<file path="config.mk">
export PLATFORM = sky130hd
export DESIGN_NAME = alu_4bit_flat
export DESIGN_NICKNAME = d
export VERILOG_FILES = /design/src/rtl/alu_4bit_pkg.sv /design/src/rtl/alu_4bit_if.sv /design/src/rtl/alu_4bit_adder.sv /design/src/rtl/alu_4bit.sv /design/src/flat_wrapper.sv
export SDC_FILE = /design/constraint.sdc
export NUM_CORES = 1
export LEC_CHECK = 0
export CAP_MARGIN = 30
export CELL_PAD_IN_SITES_DETAIL_PLACEMENT = 0
export CELL_PAD_IN_SITES_GLOBAL_PLACEMENT = 1
export CORE_ASPECT_RATIO = 1.1
export CORE_UTILIZATION = 30
export CTS_CLUSTER_SIZE = 10
export DETAILED_ROUTE_END_ITERATION = 10
export GPL_TIMING_DRIVEN = 0
export PLACE_DENSITY = 0.8
export SYNTH_ARGS = -nofsm -noshare
export SYNTH_HDL_FRONTEND = slang
export SYNTH_SLANG_ARGS = --single-unit
export TNS_END_PERCENT = 1
</file>
<file path="constraint.sdc">
create_clock -name clk -period 4.9 [get_ports clk]
set_clock_uncertainty 0.15 [all_clocks]
set_input_delay 1.225 -clock clk [delete_from_list [all_inputs] [get_ports clk]]
set_output_delay 1.225 -clock clk [all_outputs]
set_load 0.01 [all_outputs]
</file>
<file path="src/rtl/alu_4bit_pkg.sv">
// -----------------------------------------------------------------------------
// alu_4bit_pkg
// Shared constants for the 4-bit registered ALU: data width and the 3-bit
// operation codes carried on the sel field of alu_4bit_if.
// -----------------------------------------------------------------------------
package alu_4bit_pkg;

    localparam int WIDTH = 4;

    // sel[2] = 0 selects the adder-based ops, sel[2] = 1 the bitwise ops.
    localparam logic [2:0] OP_INC = 3'b000;
    localparam logic [2:0] OP_ADD = 3'b001;
    localparam logic [2:0] OP_SUB = 3'b010;
    localparam logic [2:0] OP_DEC = 3'b011;
    localparam logic [2:0] OP_AND = 3'b100;
    localparam logic [2:0] OP_OR  = 3'b101;
    localparam logic [2:0] OP_XOR = 3'b110;
    localparam logic [2:0] OP_NOT = 3'b111;

endpackage

</file>
<file path="src/rtl/alu_4bit_if.sv">
// -----------------------------------------------------------------------------
// alu_4bit_if
// Operation bus of the ALU. The master drives one operation per cycle
// (sel, a, b, cin); the slave returns the registered result (f, cout) one
// cycle later. There is no handshake.
//   sel  [2:0]        operation select (OP_* in alu_4bit_pkg)
//   a    [WIDTH-1:0]  operand A, unsigned
//   b    [WIDTH-1:0]  operand B, unsigned
//   cin               carry-in, used by ADD only
//   f    [WIDTH-1:0]  registered result
//   cout              registered carry / no-borrow flag
// -----------------------------------------------------------------------------
interface alu_4bit_if
    import alu_4bit_pkg::*;
#(
    parameter int WIDTH = alu_4bit_pkg::WIDTH
);
    logic [2:0]       sel;
    logic [WIDTH-1:0] a;
    logic [WIDTH-1:0] b;
    logic             cin;
    logic [WIDTH-1:0] f;
    logic             cout;

    modport master (output sel, output a, output b, output cin,
                    input  f,   input  cout);

    modport slave  (input  sel, input  a, input  b, input  cin,
                    output f,   output cout);

endinterface

</file>
<file path="src/rtl/alu_4bit_adder.sv">
// -----------------------------------------------------------------------------
// alu_4bit_adder
// Ripple-carry adder shared by INC/ADD/SUB/DEC. The caller shapes the
// operands and carry-in; this block only adds.
//   a_i    [WIDTH-1:0]  addend A
//   b_i    [WIDTH-1:0]  addend B
//   cin_i               carry into bit 0
//   sum_o  [WIDTH-1:0]  low WIDTH bits of a_i + b_i + cin_i
//   cout_o              carry out of the top bit
// -----------------------------------------------------------------------------
module alu_4bit_adder
    import alu_4bit_pkg::*;
#(
    parameter int WIDTH = alu_4bit_pkg::WIDTH
) (
    input  logic [WIDTH-1:0] a_i,
    input  logic [WIDTH-1:0] b_i,
    input  logic             cin_i,
    output logic [WIDTH-1:0] sum_o,
    output logic             cout_o
);

    logic [WIDTH:0] carry;

    assign carry[0] = cin_i;

    for (genvar i = 0; i < WIDTH; i++) begin : g_fa
        assign sum_o[i]     = a_i[i] ^ b_i[i] ^ carry[i];
        assign carry[i + 1] = (a_i[i] & b_i[i]) | (carry[i] & (a_i[i] ^ b_i[i]));
    end

    assign cout_o = carry[WIDTH];

endmodule

</file>
<file path="src/rtl/alu_4bit.sv">
// -----------------------------------------------------------------------------
// alu_4bit
// 4-bit ALU with a registered result: operands sampled on a rising edge
// produce f/cout right after that edge (1-cycle latency, 1 op per cycle).
// Arithmetic ops run through one shared ripple adder with operand/carry
// muxing; bitwise ops are computed here and merged in the result mux.
//   clk   rising-edge clock
//   rst   synchronous active-high reset, clears f and cout
//   bus   alu_4bit_if slave: sel/a/b/cin in, f/cout out
// -----------------------------------------------------------------------------
module alu_4bit
    import alu_4bit_pkg::*;
#(
    parameter int WIDTH = alu_4bit_pkg::WIDTH
) (
    input  logic       clk,
    input  logic       rst,
    alu_4bit_if.slave  bus
);

    logic [WIDTH-1:0] add_b;
    logic             add_cin;
    logic [WIDTH-1:0] add_sum;
    logic             add_cout;

    logic [WIDTH-1:0] f_d;
    logic             cout_d;
    logic [WIDTH-1:0] f_q;
    logic             cout_q;

    // Operand shaping for the shared adder:
    //   INC: a + 0    + 1    (carry out only when a wraps from all-ones)
    //   ADD: a + b    + cin
    //   SUB: a + ~b   + 1    (carry out = no borrow, i.e. a >= b)
    //   DEC: a + 1..1 + 0    (carry out = a != 0)
    always_comb begin
        add_b   = '0;
        add_cin = 1'b0;
        unique case (bus.sel)
            OP_INC: begin
                add_b   = '0;
                add_cin = 1'b1;
            end
            OP_ADD: begin
                add_b   = bus.b;
                add_cin = bus.cin;
            end
            OP_SUB: begin
                add_b   = ~bus.b;
                add_cin = 1'b1;
            end
            OP_DEC: begin
                add_b   = '1;
                add_cin = 1'b0;
            end
            default: begin
                add_b   = '0;
                add_cin = 1'b0;
            end
        endcase
    end

    alu_4bit_adder #(
        .WIDTH (WIDTH)
    ) u_adder (
        .a_i    (bus.a),
        .b_i    (add_b),
        .cin_i  (add_cin),
        .sum_o  (add_sum),
        .cout_o (add_cout)
    );

    // Result mux: bitwise ops never report a carry.
    always_comb begin
        f_d    = '0;
        cout_d = 1'b0;
        unique case (bus.sel)
            OP_INC, OP_ADD, OP_SUB, OP_DEC: begin
                f_d    = add_sum;
                cout_d = add_cout;
            end
            OP_AND: f_d = bus.a & bus.b;
            OP_OR:  f_d = bus.a | bus.b;
            OP_XOR: f_d = bus.a ^ bus.b;
            OP_NOT: f_d = ~bus.a;
            default: begin
                f_d    = '0;
                cout_d = 1'b0;
            end
        endcase
    end

    // ---- output register stage ----
    always_ff @(posedge clk) begin
        if (rst) begin
            f_q    <= '0;
            cout_q <= 1'b0;
        end else begin
            f_q    <= f_d;
            cout_q <= cout_d;
        end
    end

    assign bus.f    = f_q;
    assign bus.cout = cout_q;

endmodule

</file>
<file path="src/flat_wrapper.sv">
// flat-port wrapper written by rule: the top's interface ports become plain ports
module alu_4bit_flat import alu_4bit_pkg::*;
#(
    parameter int WIDTH = alu_4bit_pkg::WIDTH
)
  (clk, rst, bus_sel, bus_a, bus_b, bus_cin, bus_f, bus_cout);
  alu_4bit_if #(.WIDTH(WIDTH)) bus_i ();
  input  logic clk;
  input  logic rst;
  input wire logic [$bits(bus_i.sel)-1:0] bus_sel;
  input wire logic [$bits(bus_i.a)-1:0] bus_a;
  input wire logic [$bits(bus_i.b)-1:0] bus_b;
  input wire logic [$bits(bus_i.cin)-1:0] bus_cin;
  output wire logic [$bits(bus_i.f)-1:0] bus_f;
  output wire logic [$bits(bus_i.cout)-1:0] bus_cout;
  assign bus_i.sel = bus_sel;
  assign bus_i.a = bus_a;
  assign bus_i.b = bus_b;
  assign bus_i.cin = bus_cin;
  assign bus_f = bus_i.f;
  assign bus_cout = bus_i.cout;
  alu_4bit #(.WIDTH(WIDTH)) u_core (.clk(clk), .rst(rst), .bus(bus_i));
endmodule
</file>
==> flow_summary_export.csv <==
group,metric,value,unit
routing,via_per_inst,4.58,
critical_path,critPathKind,"in2reg",
clock_network,htreeDepth,1,
sta,fin_hold_ws,1260,ps
clock_network,cts_buffer_depth,2,
yosys,yosysUniqueCellTypes,14,
sta,fin_ws,1140,ps
yosys,yosysMostFrequentCell,"inv_1",
sta,relSlewSlack,85.0,%
yosys,async_flop_share,0,%
routing,drtIter0Drc,6,
die,initial_core_util,32.3,%
sta,max_freq,0.266,GHz
die,core,0.00180,mm²
sta,setup_violations,0,
clock_network,cts_root_buf,"clkbuf_4",
critical_path,worstSetupStartpoint,"bus_b[0]",
die,row_count,16,
final_layout,drive_above_1_share,13.8,%
die,io_pins,19,
power_and_ir_drop,p_per_area,188,mW/mm²
routing,wl,965,µm
yosys,yosysWarnings,0,
placement,io_buffers,16,
yosys,yosysTopAreaCellShare,17.2,%
routing,vias,449,
yosys,synth.avg_cell_area,9.70,µm²
final_layout,antennaDiodeCount,0,
power_and_ir_drop,p_leak,0.372,nW
grt,antenna_found_initial,0,
power_and_ir_drop,total_power,149,µW
sta,drv_slew,0,
clock_network,ctsHoldBuffers,0,
grt,grt_max_degree,10,
yosys,synthTopCellsByCount,"inv_1 (16), ha_1 (8), nor2_1 (6)",
clock_network,cts_resized,0,
sta,hold_violations,0,
clock_network,post-cts-setup-buffers,0,
grt,grt_usage,10.0,%
sta,layout_min_cycle_time,3760,ps
grt,grt_overflow,0,
clock_network,clk_pin_slew,40,ps
die,dieWidth,44.0,µm
routing,drt_pre_antenna_iters,7,
critical_path,cp-start-kind,"input port",
critical_path,cp-end-kind,"flip-flop",
clock_network,cts_buffers,3,
die,fp.dieH,48.2,µm
yosys,synth_ff_type,"dfxtp_1",
final_layout,synthToLayoutAreaGrowth,35.9,%
routing,wire_per_inst,9.85,µm
sta,finalCritPeriodShare,76.7,%
critical_path,cp_data_arrival_time,3790,ps
run,cap_violations,0,
status,failed_checks,"DRC",
status,status,"complete, but fails checks",
yosys,synthesis.area,582,µm²
yosys,synthTopCellsByArea,"dfxtp_1 (17%), ha_1 (17%), mux4_2 (15%), fa_1 (14%), inv_1 (10%)",
clock_network,cts_tree,"built",
placement,place_ws,899,ps
placement,dpl_cell_area,764,µm²
yosys,ys_ff_latch,5,
yosys,ys_seq_area_share,17.2,%
final_layout,fin_area,791,µm²
power_and_ir_drop,max-vdd-ir-drop,0.0000748,V
final_layout,final_core_util,43.9,%
critical_path,crit_path_end,"u_core.bus.f[3]$_SDFF_PP0_",
yosys,synth_cells,60,
routing,drt_drc_violations_left,2,
sta,grt_setup_unrepaired,"false",
critical_path,cp_max_fo,3,
placement,place_inst,94,
sta,tightest_slew,225,ps
yosys,yosys.area.top_type,"dfxtp_1",
grt,grt_pass1_vias,386,
final_layout,nNetsFinal,107,
placement,gp_congestion,0.678,
sta,finalSetupTns,0,ps
die,die_area,0.00212,mm²
placement,dp_hpwl,796,µm
final_layout,stdcell_count,98,
yosys,syn_nets,86,
grt,grt_first_pass_wirelength,1520,µm
min_path,hold_class,"in2reg",
yosys,synth_edf_count,0,
clock_network,cts_sinks,5,
critical_path,worstPathRequired,4930,ps
routing,final_antenna_net_count,0,
==> logic make-up after synthesis <==
family                   count (synthesis)  share of synthesized area (%)
AO/OA/AOI/OAI                            7                           7.74
adder cells (fa/ha/maj)                 12                           31.0
buffers and inverters                   18                           14.2
flip-flops                               5                           17.2
multiplexers                             8                           22.8
AND/OR/NAND/NOR                         10                           7.10
==> sequential cells by signal, indices dropped and copies added (netlist names) <==
register / flops
u_core.bus.f: 4
u_core.bus.cout: 1
==> power breakdown <==
part	switching (mW)	total, mW	internal, mW	leakage (nW)
clock network	0.0149	0.0456	0.0307	0.0150
registers	0.000802	0.0457	0.0449	0.0416
logic	0.0241	0.0576	0.0335	0.316
total	0.0398	0.149	0.109	0.372
==> per-layer routing <==
metal | GRT usage [%] | vias up | part of all wire (%)
met5 | 0 | - | 0
met4 | 5.45 | 0 | 0
met3 | 2.59 | 0 | 5.6
met2 | 15.8 | 15 | 48
met1 | 12.9 | 204 | 46
li1 | - | 230 | -
==> layout make-up <==
cell class / count / area [µm²]
tap: 18 / 22.5
fill: 182 / 1010
multi-input combinational: 37 / 399
sequential: 5 / 100
clock buffer: 4 / 26.3
inverter: 16 / 60.1
timing repair buffer: 16 / 160
buffer: 2 / 22.5
==> worst min path at each step <==
stage,from,end,depth (start not counted)
final,bus_sel[0],u_core.bus.f[3]$_SDFF_PP0_,3
after global routing,bus_sel[0],u_core.bus.f[3]$_SDFF_PP0_,3
after CTS,bus_sel[0],u_core.bus.f[3]$_SDFF_PP0_,3
after detailed placement,bus_sel[0],u_core.bus.f[3]$_SDFF_PP0_,3
after global placement,bus_sel[0],u_core.bus.f[3]$_SDFF_PP0_,3
after floorplan,rst,u_core.bus.cout$_SDFF_PP0_,1
==> critical path, stage by stage <==
cell and delay [ps]:
clkdlybuf4s50_1 520, mux2i_1 190, nor2_1 70, fa_1 390
inv_1 80, fa_1 150, inv_1 50, fa_1 350
inv_1 80, fa_1 410, a21oi_1 150, o21a_1 130
==> placed cells by master, fill, tap and decap left out, drive strengths merged <==
| master | instances |
|---|---|
| fa | 4 |
| mux2 | 2 |
| nor3 | 1 |
| nor2 | 6 |
| clkbuf | 4 |
| a21oi | 3 |
| buf | 2 |
| o21a | 4 |
| nand2b | 1 |
| nand2 | 2 |
| dfxtp | 5 |
| mux2i | 2 |
| mux4 | 4 |
| ha | 8 |
| clkdlybuf4s50 | 16 |
| inv | 16 |
(Power assumes the default switching activity.)
